<file path="src/rtl/round_sat_out.sv">
// round_sat_out: rounds a 25-bit signed sample by an arithmetic right shift
// (round-half-up), saturates it to 16-bit signed, and counts saturation events.
// A sample accepted at edge k reaches data_out at edge k+2. The pipeline is:
// stage 1 (round + shift), stage 2 (clamp decision), then the output register.
module round_sat_out #(
  parameter int SHIFT = 9,
  parameter bit SYM   = 1'b0
) (
  input  logic        clk,
  input  logic        reset,
  input  logic        in_valid,
  input  logic [24:0] data_in,
  input  logic        sat_clr,
  output logic        out_valid,
  output logic [15:0] data_out,
  output logic        sat_flag,
  output logic [15:0] sat_cnt
);

  // Half an LSB of the shifted result. Shifting up then down by one gives 0
  // for SHIFT=0, so no special case is needed.
  localparam logic signed [25:0] ROUND_OFS = (26'sd1 <<< SHIFT) >>> 1;
  localparam logic signed [25:0] SAT_MAX   = 26'sd32767;
  localparam logic signed [25:0] SAT_MIN   = SYM ? -26'sd32767 : -26'sd32768;

  // The input is sign-extended by one bit, so adding the offset cannot overflow.
  logic signed [25:0] w_ext;
  logic signed [25:0] w_sum;
  logic signed [25:0] w_shr;

  assign w_ext = $signed({data_in[24], data_in});
  assign w_sum = w_ext + ROUND_OFS;
  assign w_shr = w_sum >>> SHIFT;

  // Stage 1 registers
  logic signed [25:0] r_s1_val;
  logic               r_s1_vld;

  // Stage 1: capture the rounded, shifted value for valid samples only
  always_ff @(posedge clk) begin
    if (reset) begin
      r_s1_val <= '0;
      r_s1_vld <= 1'b0;
    end else begin
      r_s1_vld <= in_valid;
      if (in_valid) begin
        r_s1_val <= w_shr;
      end
    end
  end

  // Clamp decision on the stage-1 value
  logic        w_hi;
  logic        w_lo;
  logic [15:0] w_clamp;

  assign w_hi    = (r_s1_val > SAT_MAX);
  assign w_lo    = (r_s1_val < SAT_MIN);
  assign w_clamp = w_hi ? SAT_MAX[15:0] :
                   w_lo ? SAT_MIN[15:0] :
                          r_s1_val[15:0];

  // Stage 2 registers
  logic [15:0] r_s2_val;
  logic        r_s2_sat;
  logic        r_s2_vld;

  // Stage 2: register the clamped value and whether a clamp happened.
  // The compare is kept off the output register path.
  always_ff @(posedge clk) begin
    if (reset) begin
      r_s2_val <= '0;
      r_s2_sat <= 1'b0;
      r_s2_vld <= 1'b0;
    end else begin
      r_s2_vld <= r_s1_vld;
      if (r_s1_vld) begin
        r_s2_val <= w_clamp;
        r_s2_sat <= w_hi | w_lo;
      end
    end
  end

  // r_s2_sat holds a stale value across gaps, so it is qualified by the valid bit
  logic w_event;
  assign w_event = r_s2_vld & r_s2_sat;

  // Output registers
  logic        r_out_valid;
  logic [15:0] r_data_out;
  logic        r_sat_flag;
  logic [15:0] r_sat_cnt;

  // Output stage: present valid samples and hold data_out across gaps
  always_ff @(posedge clk) begin
    if (reset) begin
      r_out_valid <= 1'b0;
      r_data_out  <= '0;
    end else begin
      r_out_valid <= r_s2_vld;
      if (r_s2_vld) begin
        r_data_out <= r_s2_val;
      end
    end
  end

  // Saturation bookkeeping: a clear in the same cycle as an event counts the
  // event after the clear; the counter sticks at all-ones
  always_ff @(posedge clk) begin
    if (reset) begin
      r_sat_flag <= 1'b0;
      r_sat_cnt  <= '0;
    end else if (w_event) begin
      r_sat_flag <= 1'b1;
      if (sat_clr) begin
        r_sat_cnt <= 16'd1;
      end else if (r_sat_cnt != 16'hFFFF) begin
        r_sat_cnt <= r_sat_cnt + 16'd1;
      end
    end else if (sat_clr) begin
      r_sat_flag <= 1'b0;
      r_sat_cnt  <= '0;
    end
  end

  assign out_valid = r_out_valid;
  assign data_out  = r_data_out;
  assign sat_flag  = r_sat_flag;
  assign sat_cnt   = r_sat_cnt;

endmodule

</file>
<file path="config.mk">
export PLATFORM = sky130hd
export DESIGN_NAME = round_sat_out
export DESIGN_NICKNAME = d
export VERILOG_FILES = /design/src/rtl/round_sat_out.sv
export SDC_FILE = /design/constraint.sdc
export NUM_CORES = 1
export LEC_CHECK = 0
export ABC_AREA = 1
export ABC_CLOCK_PERIOD_IN_PS = 4300
export CAP_MARGIN = 5
export CORE_MARGIN = 1
export CORE_UTILIZATION = 48
export CTS_BUF_LIST = sky130_fd_sc_hd__clkbuf_8 sky130_fd_sc_hd__clkbuf_16
export CTS_CLUSTER_SIZE = 20
export DETAILED_ROUTE_END_ITERATION = 7
export PLACE_DENSITY_LB_ADDON = 0.05
export REMOVE_ABC_BUFFERS = 1
export SLEW_MARGIN = 10
export SYNTH_ARGS = -nofsm -noshare
export SYNTH_HDL_FRONTEND = slang
export SYNTH_SLANG_ARGS = --single-unit
export TNS_END_PERCENT = 30
</file>
<file path="constraint.sdc">
create_clock -name clk -period 4.3 [get_ports clk]
set_clock_uncertainty 0.2 [all_clocks]
set_input_delay 0.43 -clock clk [delete_from_list [all_inputs] [get_ports clk]]
set_output_delay 0.43 -clock clk [all_outputs]
set_load 0.05 [all_outputs]
</file>
* Word level (Yosys, flattened, before mapping) *
Index checks and enable logic that the tools add are counted.

word-level totals
  bits of input ports = 29
  memory bits (read-only) = 0
  memories kept = 0
  output and inout bits = 34
  bits in latches = 0
  memory bits (writable) = 0
  bits in registers = 70

cells by class
  multipliers = 0
  reductions and logical operators = 3
  multiplexer cells = 8
  eq/ne operators = 1
  shifts and indexed selects = 0
  divide/modulo/power cells = 0
  add/sub/neg operators = 2
  bitwise operators = 2
  $lt $le $gt $ge = 2

operator list
  operator                                                                         number
  16-bit two-way mux                                                               6
  25-bit by 10-bit adder with 26-bit output (second input constant)                1
  17-bit by 16-bit > comparator with 1-bit output (second input constant)          1
  17-bit by 16-bit less-than comparator with 1-bit output (second input constant)  1
  16-bit by 1-bit adder with 16-bit output (second input constant)                 1
  16-bit inequality test (second input constant)                                   1
  2-bit nonzero test                                                               2
  1-bit two-way mux                                                                2
  2-bit AND reduction                                                              1
  1-bit bitwise AND                                                                1
  1-bit bitwise OR                                                                 1

* Longest topological paths before layout *
  depth in word-level cells = 4
  depth in mapped cells = 10

* Worst setup path before layout *
No wires, ideal clock.

  path type = flip-flop to flip-flop
  from = reg r_sat_cnt[0], in the netlist sat_cnt[0]
  to = reg r_sat_cnt[12], in the netlist sat_cnt[12]
  arrival time = 1.730 ns
  required time = 3.989 ns
  path slack = 2.258 ns
  period minus slack after synthesis = 2.042 ns
  buffers on the path = 1
  setup time = 0.111 ns
  cell stages (with the launch flop) = 10
  cells stage by stage = dfxtp_1 > ha_1 > nand2_1 > nor2_2 > nand2_2 > o21bai_4 > buf_6 > o21bai_1 > nand2_1 > nor2_1

on the way
  word-level cells in the longest chain between the ends = 4

ends and longest elaborated chain
  element                                   RTL line  RTL
  start: declaration                        92        logic [15:0] r_sat_cnt;
  start signal: assignment                  118       r_sat_cnt <= r_sat_cnt + 16'd1;
  16-bit by 1-bit adder with 16-bit output  118
  16-bit two-way mux                        117       end else if (r_sat_cnt != 16'hFFFF) begin
  16-bit two-way mux                        115       if (sat_clr) begin
  16-bit two-way mux                        113       end else if (w_event) begin

Several ways; a longest one is shown, not always the timed one. The select of a mux whose other input is x is not followed.
A chain may end at the register's enable or synchronous reset.

==> metrics.csv <==
metric;value;unit
grt_pass1_vias;2732;
synth_top_family_by_area;simple AND/OR/NAND/NOR gates;
holdPathEnd;sat_flag;
critPathSlowestCell;o21ai_1;
die_h;83.6;um
cts_buffers;9;
path_cells;inv_1, o21ai_1, a21oi_1;
finalCritPeriodShare;0.527;
nets;533;
cts_max_path_buffers;2;
postPlaceCellArea;3760;um^2
avgSynthCellArea;7.06;um^2
synthSimpleGateAreaFrac;0.280;
top_usage_layer;met2;
finalSetupViolations;0;
io_pins;63;
leakage;1.65;nW
report.final.slew_viol_count;0;
root_buffer;clkbuf_8;
drcViolationCount;0;
syn_inst;453;
r2r_slack;2030;ps
ys_top_cells_by_area;dfxtp_1, nor2_1, nand2_1, o21ai_0, inv_1;
stdcell_area;4000;um^2
synth_top_area_cell;dfxtp_1;
crit_fanout;18;
hold_class;reg -> reg;
slowest_delay;910;ps
worstSetupPathType;reg -> reg;
drtIter0Drc;163;
cts_repair_resize_count;0;
grt_max_degree;43;
ys_ff_latch;70;
grt-ovfl-total;0;
synth_fa_ha_area_frac;0.00782;
synth_xor_area_frac;0.0301;
crit_required;4270;ps
layout-drive-gt1-share;0.0652;
clkTransAtPathRegs;80;ps
synth_mux_area_frac;0;
peakVddDrop;0.000254;V
initial_core_util;0.501;
grt_use_met3;0.0504;
ys_warn_count;0;
dieArea;7000;um^2
relSlewSlack;0.234;
r2r-end;r_s2_val[12];
setup_tns;0;ps
status;finished clean;
grt_usage;0.223;
clkSinkCount;70;
holdBufCountCts;0;
postRouteWirelength;7430;um
syn_to_final_growth;25.1;%
pre_cts_slack;1640;ps
synth_compound_area_frac;0.160;
hold_start;sat_flag;
antenna_found_initial;0;
setup_slack;2030;ps
dpl.hpwl;5130;um
die_x;83.6;um
powerDensity;378;nW/um^2
hold_depth;2;
worst_r2r_path_depth;3;
grt_pass1_wl;12700;um
post_cts_buffers;0;
gp_congestion;0.847;
grtUsageMet2;0.376;
cp-end-kind;flop;
antennaDiodeCount;0;
drtAntennaViolNets;0;
layoutNonFillerInstCount;583;
rsz0062_at_grt;no;
gr-usage-met1;0.282;
synth_top_area_frac;0.438;
cts_tree;built;
max_freq;441;MHz
yosysSeqAreaShare;0.438;
rows;29;
vias_per_cell;5.11;
min_period;2270;ps
finalHoldViolCount;0;
r2r_start;r_s1_vld;
dr.pass1.iters;7;
port_buffers;54;
start_kind;flop;
dr_total_vias;2978;
clkLatencyLatePin;340;ps
routedWlPerCell;12.7;um
syn_area;3200;um^2
max-cap-violations;0;
arrival;2240;ps
ys_types;30;
htreeDepth;3;
coreArea;6390;um^2
worst_pin_slew;1140;ps
place_inst;568;
## Yosys cell counts
| library cell | n |
|---|---|
| nand3_4 | 1 |
| o21bai_1 | 1 |
| clkinv_1 | 2 |
| nor2_1 | 87 |
| o211ai_1 | 2 |
| a21oi_2 | 4 |
| nor2_4 | 2 |
| nand3b_1 | 2 |
| nand4_1 | 7 |
| o21ai_0 | 45 |
| nor3_1 | 6 |
| buf_2 | 1 |
| clkbuf_2 | 1 |
| o21bai_4 | 1 |
| nor2_2 | 4 |
| nand2_1 | 79 |
| nor3_2 | 1 |
| xnor2_1 | 2 |
| nand2_2 | 4 |
| clkbuf_1 | 12 |
| ha_1 | 2 |
| buf_6 | 2 |
| inv_1 | 47 |
| a21oi_1 | 31 |
| o21ai_1 | 9 |
| nand3_1 | 17 |
| xor2_1 | 9 |
| buf_4 | 1 |
| dfxtp_1 | 70 |
| o221ai_1 | 1 |
## stage by stage
| stage | utilization | power, mW | hold WS, ps |
|---|---|---|---|
| 6_report | 0.627 | 1.51 | 263 |
| 5_1_grt | 0.627 | 1.57 | 294 |
| 4_1_cts | 0.627 | 1.52 | 269 |
| 3_5_place_dp | 0.589 | 0.872 | 259 |
| 3_3_place_gp | 0.589 | 0.871 | 261 |
| 2_1_floorplan | - | 0.803 | 235 |
## flip-flops by register name (all words and copies together) (netlist names)
register	flops
r_s2_vld	1
out_valid	1
r_s1_val	17
data_out	16
r_s2_sat	1
sat_cnt	16
r_s2_val	16
sat_flag	1
r_s1_vld	1
## per-layer routing
layer / vias to the layer above / part of all wire
met3: 10 / 0.039
met1: 1351 / 0.47
met2: 69 / 0.48
li1: 1548 / -
met4: 0 / 0.016
met5: - / 0
## where the power goes
part,switching (mW),internal (mW),leakage [nW]
registers,0.0199,0.679,0.574
clock network,0.256,0.400,0.123
logic,0.0998,0.0595,0.953
total,0.375,1.14,1.65
## logic make-up after synthesis
kind of cell / after synthesis
simple gates: 210
compound gates: 94
flops: 70
buf+inv: 66
xor+xnor: 11
fa+ha+maj: 2
## area by class of cell
cell class                      count  area (um^2)
Inverter                           49          184
Sequential cell                    70         1400
Clock buffer                       10          138
Timing Repair Buffer               55          548
Fill cell                         592         2380
Multi-Input combinational cell    317         1530
Clock inverter                      5          108
Tap cell                           77         96.3
## how the worst max path moves through the flow
stage | start | end | slack, ps | cells after the start
floorplan | sat_cnt[0] | sat_cnt[9] | 2240 | 8
global placement | reset | r_s1_val[9] | 1710 | 5
detailed placement | reset | r_s2_val[3] | 1640 | 5
CTS | reset | r_s2_val[13] | 2010 | 5
global route | reset | r_s2_val[11] | 1770 | 5
finish | r_s1_vld | r_s2_val[12] | 2030 | 3
## placed cells by master (no fill, tap or decap), drive strengths merged, types with 7 or more instances in the layout
| cell type | netlist | routed |
|---|---|---|
| clkdlybuf4s50 | 0 | 54 |
| xor2 | 9 | 9 |
| nor2 | 93 | 93 |
| nor3 | 7 | 7 |
| o21ai | 54 | 54 |
| clkbuf | 13 | 10 |
| a21oi | 35 | 35 |
| nand4 | 7 | 7 |
| dfxtp | 70 | 70 |
| inv | 47 | 47 |
| nand2 | 83 | 83 |
| nand3 | 18 | 18 |
## critical path: cells and delay by family, from the launching register on
kind / cells / cell delay (ps)
flip-flops: 1 / 680
buffers and inverters: 1 / 160
AO/OA/AOI/OAI: 2 / 1060
No activity file was read; power rests on OpenSTA's default activity.
==> variant 1, RTL diff (same settings) <==
`SAT_MAX`: 26'sd32767 -> 26'sd16383.
--- a/src/rtl/round_sat_out.sv
+++ b/src/rtl/round_sat_out.sv
@@ -21,5 +21,5 @@
   // for SHIFT=0, so no special case is needed.
   localparam logic signed [25:0] ROUND_OFS = (26'sd1 <<< SHIFT) >>> 1;
-  localparam logic signed [25:0] SAT_MAX   = 26'sd32767;
+  localparam logic signed [25:0] SAT_MAX   = 26'sd16383;
   localparam logic signed [25:0] SAT_MIN   = SYM ? -26'sd32767 : -26'sd32768;
 
Formal check against the unedited RTL: not equivalent (Yosys sat finds a counterexample within 4 cycles, from zero or initial values and one cycle with reset high).
==> variant 1 against the unedited design <==
Setup slack worse by 0.022 ns. Critical path type is now flop to output port. Largest cell class unchanged. Worst hold slack worse by 0.0011 ns. Synthesized area up 4.1%. Via count up 4.3%. Highest routed layer unchanged. Routed wire length up 4.9%. Sequential cell count unchanged. Synthesized cell count up 2.2%. Total power down 7.8%. Cell area up 2.0%.
==> variant 1: results (changes against the unedited design) <==
stage	metric	value	unit	change
status	status	complete, no violations		
clocking	htreeDepth	3		unchanged
critical_path	path_delay_family	buffers and inverters		
synthesis	synth_area_leader_cell	dfxtp_1		
critical_path	r2r_start	r_s2_vld		
global_route	grt_max_degree	36		-16%
min_path	min_from	r_s1_val[0]		
drt	wire_per_inst	13.1	um	+3.1%
synthesis	synth-async-reset-ratio	0		unchanged
placement	dp_hpwl	5300	um	+3.4%
synthesis	yosys-top-cells-count	nor2_1 (80), inv_1 (72), dfxtp_1 (70)		
synthesis	synth_cell_type_count	34		+13%
placement	numPortBuffers	54		unchanged
final_layout	fill_cells	609		+2.9%
drt	drtIter0Drc	101		-38%
critical_path	reg2regPathDepth	7		+4
min_path	holdPathStages	2		unchanged
final_layout	diodes	0		unchanged
final_layout	regMostFlops	r_s1_val		
min_path	worst_hold_path.endpoint	r_s1_val[0]		
final_layout	drive_above_1_share	0.0911		+0.0259
critical_path	arrival	1.66	ns	-0.58 ns
sta	relSlewSlack	0.263		+0.0296
global_route	grt_pass1_vias	2733		+0.037%
drt	first_pass_iters	6		-1
clocking	insertion_delay	0.34	ns	about the same
clocking	cts_made_buffers	9		unchanged
global_route	antenna_found_initial	0		unchanged
clocking	clock_path_buffers	2		unchanged
clocking	clkTransAtPathRegs	0.08	ns	about the same
final_layout	largest_register_ffs	17		unchanged
placement	place.gp.congestion	0.875		+3.2%
synthesis	synth.area.top_cells	dfxtp_1 (42%), nor2_1 (9.0%), inv_1 (8.1%)		
clocking	clock-root-buffer	clkbuf_8		
critical_path	r2r-end	sat_cnt[9]		
synthesis	synth_warnings	0		unchanged
synthesis	synth_seq_area_share	0.421		-0.0171
pwr	vdd_drop_max	0.000166	V	-35%
clocking	cts_resized	0		unchanged
global_route	grt_usage	0.231		+0.00809
final_layout	nNetsFinal	542		+1.7%
clocking	post_cts_buffers	0		unchanged
critical_path	worst-path-max-fanout	6		-12
global_route	grt_pass1_wl	13100	um	+3.8%
critical_path	critPathMaxStageDelay	0.85	ns	-0.06 ns
critical_path	reg2reg_slack	2.02	ns	
pwr	power.internal	0.00102	W	-10%
critical_path	critPathLaunch	sat_cnt[7]		
drt	via_count	3106		+4.3%
min_path	hold_class	flop to flop		
critical_path	crit_path_top_delay_cell	clkdlybuf4s50_1		
pwr	p_leak	1.77	nW	+7.3%
==> variant 1: per-layer routing <==
layer  routed length (um)  GRT usage  vias to the layer above
li1                     -          -                     1580
met1                 4010      0.339                     1431
met2                 3310      0.337                       83
met3                  324     0.0302                       12
met4                  140      0.103                        0
met5                    0          0                        -
==> variant 1: kinds of logic after synthesis <==
logic type	synth area share
AOI/OAI and AO/OA	0.169
and+or+nand+nor	0.266
xor gates and xnor gates	0.0237
adders and majority gates	0.00751
buffers and inverters	0.113
DFF	0.421
==> variant 1: cell type report <==
type	instances	share of cell area
Clock buffer	10	0.0337
Clock inverter	6	0.0150
Inverter	75	0.0689
Multi-Input combinational cell	299	0.380
Sequential cell	70	0.343
Tap cell	77	0.0236
Timing Repair Buffer	56	0.136
==> variant 1: power groups by stage <==
stage / Clock, W / Sequential [W] / Combinational [W]
floorplan: 0 / 0.000734 / 0.0000740
global placement: 0 / 0.000711 / 0.000164
detailed placement: 0 / 0.000712 / 0.000167
CTS: 0.000540 / 0.000697 / 0.000168
global route: 0.000573 / 0.000701 / 0.000187
finish: 0.000531 / 0.000697 / 0.000168
==> variant 1: worst max path at each step <==
stage	to	slack (ns)	depth (start not counted)
2_1_floorplan	sat_cnt[7]	2.22	8
3_5_place_dp	sat_cnt[9]	1.87	8
6_report	sat_cnt[7]	2.01	1
3_3_place_gp	sat_cnt[9]	1.91	8
5_1_grt	sat_cnt[9]	1.79	7
4_1_cts	sat_cnt[7]	2.01	1
==> variant 1: stage by stage <==
step	hold WS (ns)	worst slack, ns	cells	power (W)	area, um^2
global route	0.299	1.79	593	0.00146	4090
CTS	0.264	2.01	593	0.00140	4090
detailed placement	0.252	1.87	577	0.000878	3890
global placement	0.246	1.91	577	0.000875	3890
floorplan	0.236	2.22	444	0.000808	3230
finish	0.262	2.01	593	0.00140	4090
==> variant 2, RTL diff (same flow settings) <==
Made on the original files. Add an input register stage for `in_valid`, `data_in` and `sat_clr`, cleared by the reset; this delays them by one clock.
--- a/src/rtl/round_sat_out.sv
+++ b/src/rtl/round_sat_out.sv
@@ -24,4 +24,20 @@
   localparam logic signed [25:0] SAT_MIN   = SYM ? -26'sd32767 : -26'sd32768;
 
+  logic in_valid_q;
+  logic [24:0] data_q;
+  logic sat_clr_q;
+
+  always_ff @(posedge clk) begin
+    if (reset) begin
+      in_valid_q <= '0;
+      data_q     <= '0;
+      sat_clr_q  <= '0;
+    end else begin
+      in_valid_q <= in_valid;
+      data_q     <= data_in;
+      sat_clr_q  <= sat_clr;
+    end
+  end
+
   // The input is sign-extended by one bit, so adding the offset cannot overflow.
   logic signed [25:0] w_ext;
@@ -29,5 +45,5 @@
   logic signed [25:0] w_shr;
 
-  assign w_ext = $signed({data_in[24], data_in});
+  assign w_ext = $signed({data_q[24], data_q});
   assign w_sum = w_ext + ROUND_OFS;
   assign w_shr = w_sum >>> SHIFT;
@@ -43,6 +59,6 @@
       r_s1_vld <= 1'b0;
     end else begin
-      r_s1_vld <= in_valid;
-      if (in_valid) begin
+      r_s1_vld <= in_valid_q;
+      if (in_valid_q) begin
         r_s1_val <= w_shr;
       end
@@ -113,10 +129,10 @@
     end else if (w_event) begin
       r_sat_flag <= 1'b1;
-      if (sat_clr) begin
+      if (sat_clr_q) begin
         r_sat_cnt <= 16'd1;
       end else if (r_sat_cnt != 16'hFFFF) begin
         r_sat_cnt <= r_sat_cnt + 16'd1;
       end
-    end else if (sat_clr) begin
+    end else if (sat_clr_q) begin
       r_sat_flag <= 1'b0;
       r_sat_cnt  <= '0;
Behaviour: not the same (Yosys sat finds a counterexample within 4 cycles, from zero or initial values and one cycle with reset high).
==> variant 2 against the unedited design <==
First-iteration DRC count is 7.4% higher. Sequential power rose by 26%. Routed wire length rose by 1.1%. Synthesized area rose by 17%. Cell area grew 13%. Setup slack got worse by 0.095 ns. Sequential cell count up 19. Final cell count increased by 14%. Critical path depth is the same. Total power rose by 3.7%. Via count grew 4.8%. Fmax down 4.0%. Global-route usage fell by 2.3 points. Critical path type unchanged. Critical endpoint is now r_s2_val[1]. Largest cell class is now flip-flops and latches.
==> variant 2: results (changes against the unedited design) <==
stage	metric	value	unit	change
synthesis	synth_cell_type_count	27		-10%
synthesis	ys.flop_type	dfxtp_1		
status	status	complete, no violations		
global_route	grt_max_degree	46		+7.0%
clocking	insertion_delay	0.37	ns	+0.03 ns
drt	via_count	3121		+4.8%
global_route	grt_pass1_wl	13300	um	+5.0%
critical_path	reg2regPathDepth	3		unchanged
synthesis	yosys-top-cells-count	nor2_1 (113), dfxtp_1 (89), nand2_1 (78)		
clocking	clock_path_buffers	2		unchanged
final_layout	buf_share	0.123		-0.0141
critical_path	reg2reg_slack	1.94	ns	-0.09 ns
synthesis	synth.area.top_cells	dfxtp_1 (48%), nor2_1 (11%), nand2_1 (7.8%)		
clocking	cts_resized	0		unchanged
final_layout	fill_cells	710		+20%
clocking	post_cts_buffers	0		unchanged
final_layout	buffers	56		+1.8%
run	maxCapViolations	0		unchanged
final_layout	drive_above_1_share	0.0779		+0.0127
drt	drtIter0Drc	175		+7.4%
drt	first_pass_iters	5		-2
drt	wire_per_inst	11.3	um	-11%
final_layout	multi_input_area	1610	um^2	+5.5%
critical_path	arrival	2.34	ns	+0.10 ns
final_layout	clock_area_frac	0.0429		-0.0184
placement	dp_hpwl	5140	um	+0.24%
clocking	clkTransAtPathRegs	0.11	ns	+0.03 ns
placement	place.gp.congestion	0.809		-4.6%
sta	tightest_slew	1.16	ns	+0.0196 ns
final_layout	largestRegisters	data_q x17, r_s1_val x17		
min_path	min_from	r_s1_val[14]		
final_layout	nNetsFinal	591		+11%
clocking	clock-root-buffer	clkbuf_8		
pwr	p_leak	1.92	nW	+16%
global_route	grt_pass1_vias	2896		+6.0%
pwr	vdd_drop_max	0.000177	V	-31%
final_layout	diodes	0		unchanged
final_layout	seq_area	1780	um^2	+27%
critical_path	worst-path-max-fanout	16		-2
min_path	worst_hold_path.endpoint	r_s2_val[14]		
clocking	cts_made_buffers	9		unchanged
global_route	grt_usage	0.200		-0.0227
clocking	htreeDepth	3		unchanged
final_layout	inv_count	68		+39%
synthesis	synth-async-reset-ratio	0		unchanged
clocking	cts_sinks	89		+27%
critical_path	r2r_start	r_s1_vld		
placement	numPortBuffers	54		unchanged
synthesis	synth_seq_area_share	0.476		+0.0381
final_layout	multi_input_gates	336		+6.0%
critical_path	r2r-end	r_s2_val[1]		
-- variant 2: per-stage QoR --
step                      total power [W]  setup slack [ns]  cell area, um^2  cells  hold slack, ns
after floorplan                  0.000974              2.20             3650    493           0.235
after global placement            0.00103              1.99             4330    648           0.252
after detailed placement          0.00103              1.96             4330    648           0.255
after CTS                         0.00158              1.98             4520    664           0.266
after global routing              0.00164              1.81             4520    664           0.279
final                             0.00157              1.94             4520    664           0.264
-- variant 2: logic make-up (layout without fill, tap and decap cells) --
kind of cell / Yosys count / after routing / share of synthesized area
buf+inv: 88 / 140 / 0.0929
fa+ha+maj: 2 / 2 / 0.00669
compound gates: 92 / 92 / 0.138
xor+xnor: 14 / 14 / 0.0328
flops: 89 / 89 / 0.476
simple gates: 228 / 228 / 0.254
-- variant 2: worst max-delay path by stage --
stage / end / cells after the start / slack, ns / startpoint
2_1_floorplan: sat_cnt[12] / 9 / 2.20 / sat_cnt[0]
3_3_place_gp: sat_cnt[13] / 4 / 1.99 / reset
4_1_cts: sat_cnt[6] / 1 / 1.98 / sat_cnt[6]
5_1_grt: r_s2_val[0] / 3 / 1.81 / r_s1_vld
3_5_place_dp: sat_cnt[13] / 4 / 1.96 / reset
6_report: r_s2_val[1] / 3 / 1.94 / r_s1_vld
-- variant 2: layer usage --
metal  GRT usage  wire length [um]
met3      0.0412               291
met4      0.0726                64
met5           0                 0
met2       0.302              3180
met1       0.283              3970
-- variant 2: report_power, final --
group	internal (W)	total, W	switching, W
Clock	0.000226	0.000557	0.000331
Sequential	0.000857	0.000881	0.0000240
Combinational	0.0000527	0.000131	0.0000785
-- variant 2: critical path: stages (launching register included) --
cell	delay (ns)
dfxtp_1	0.64
inv_1	0.20
o21ai_1	0.93
a221oi_1	0.19
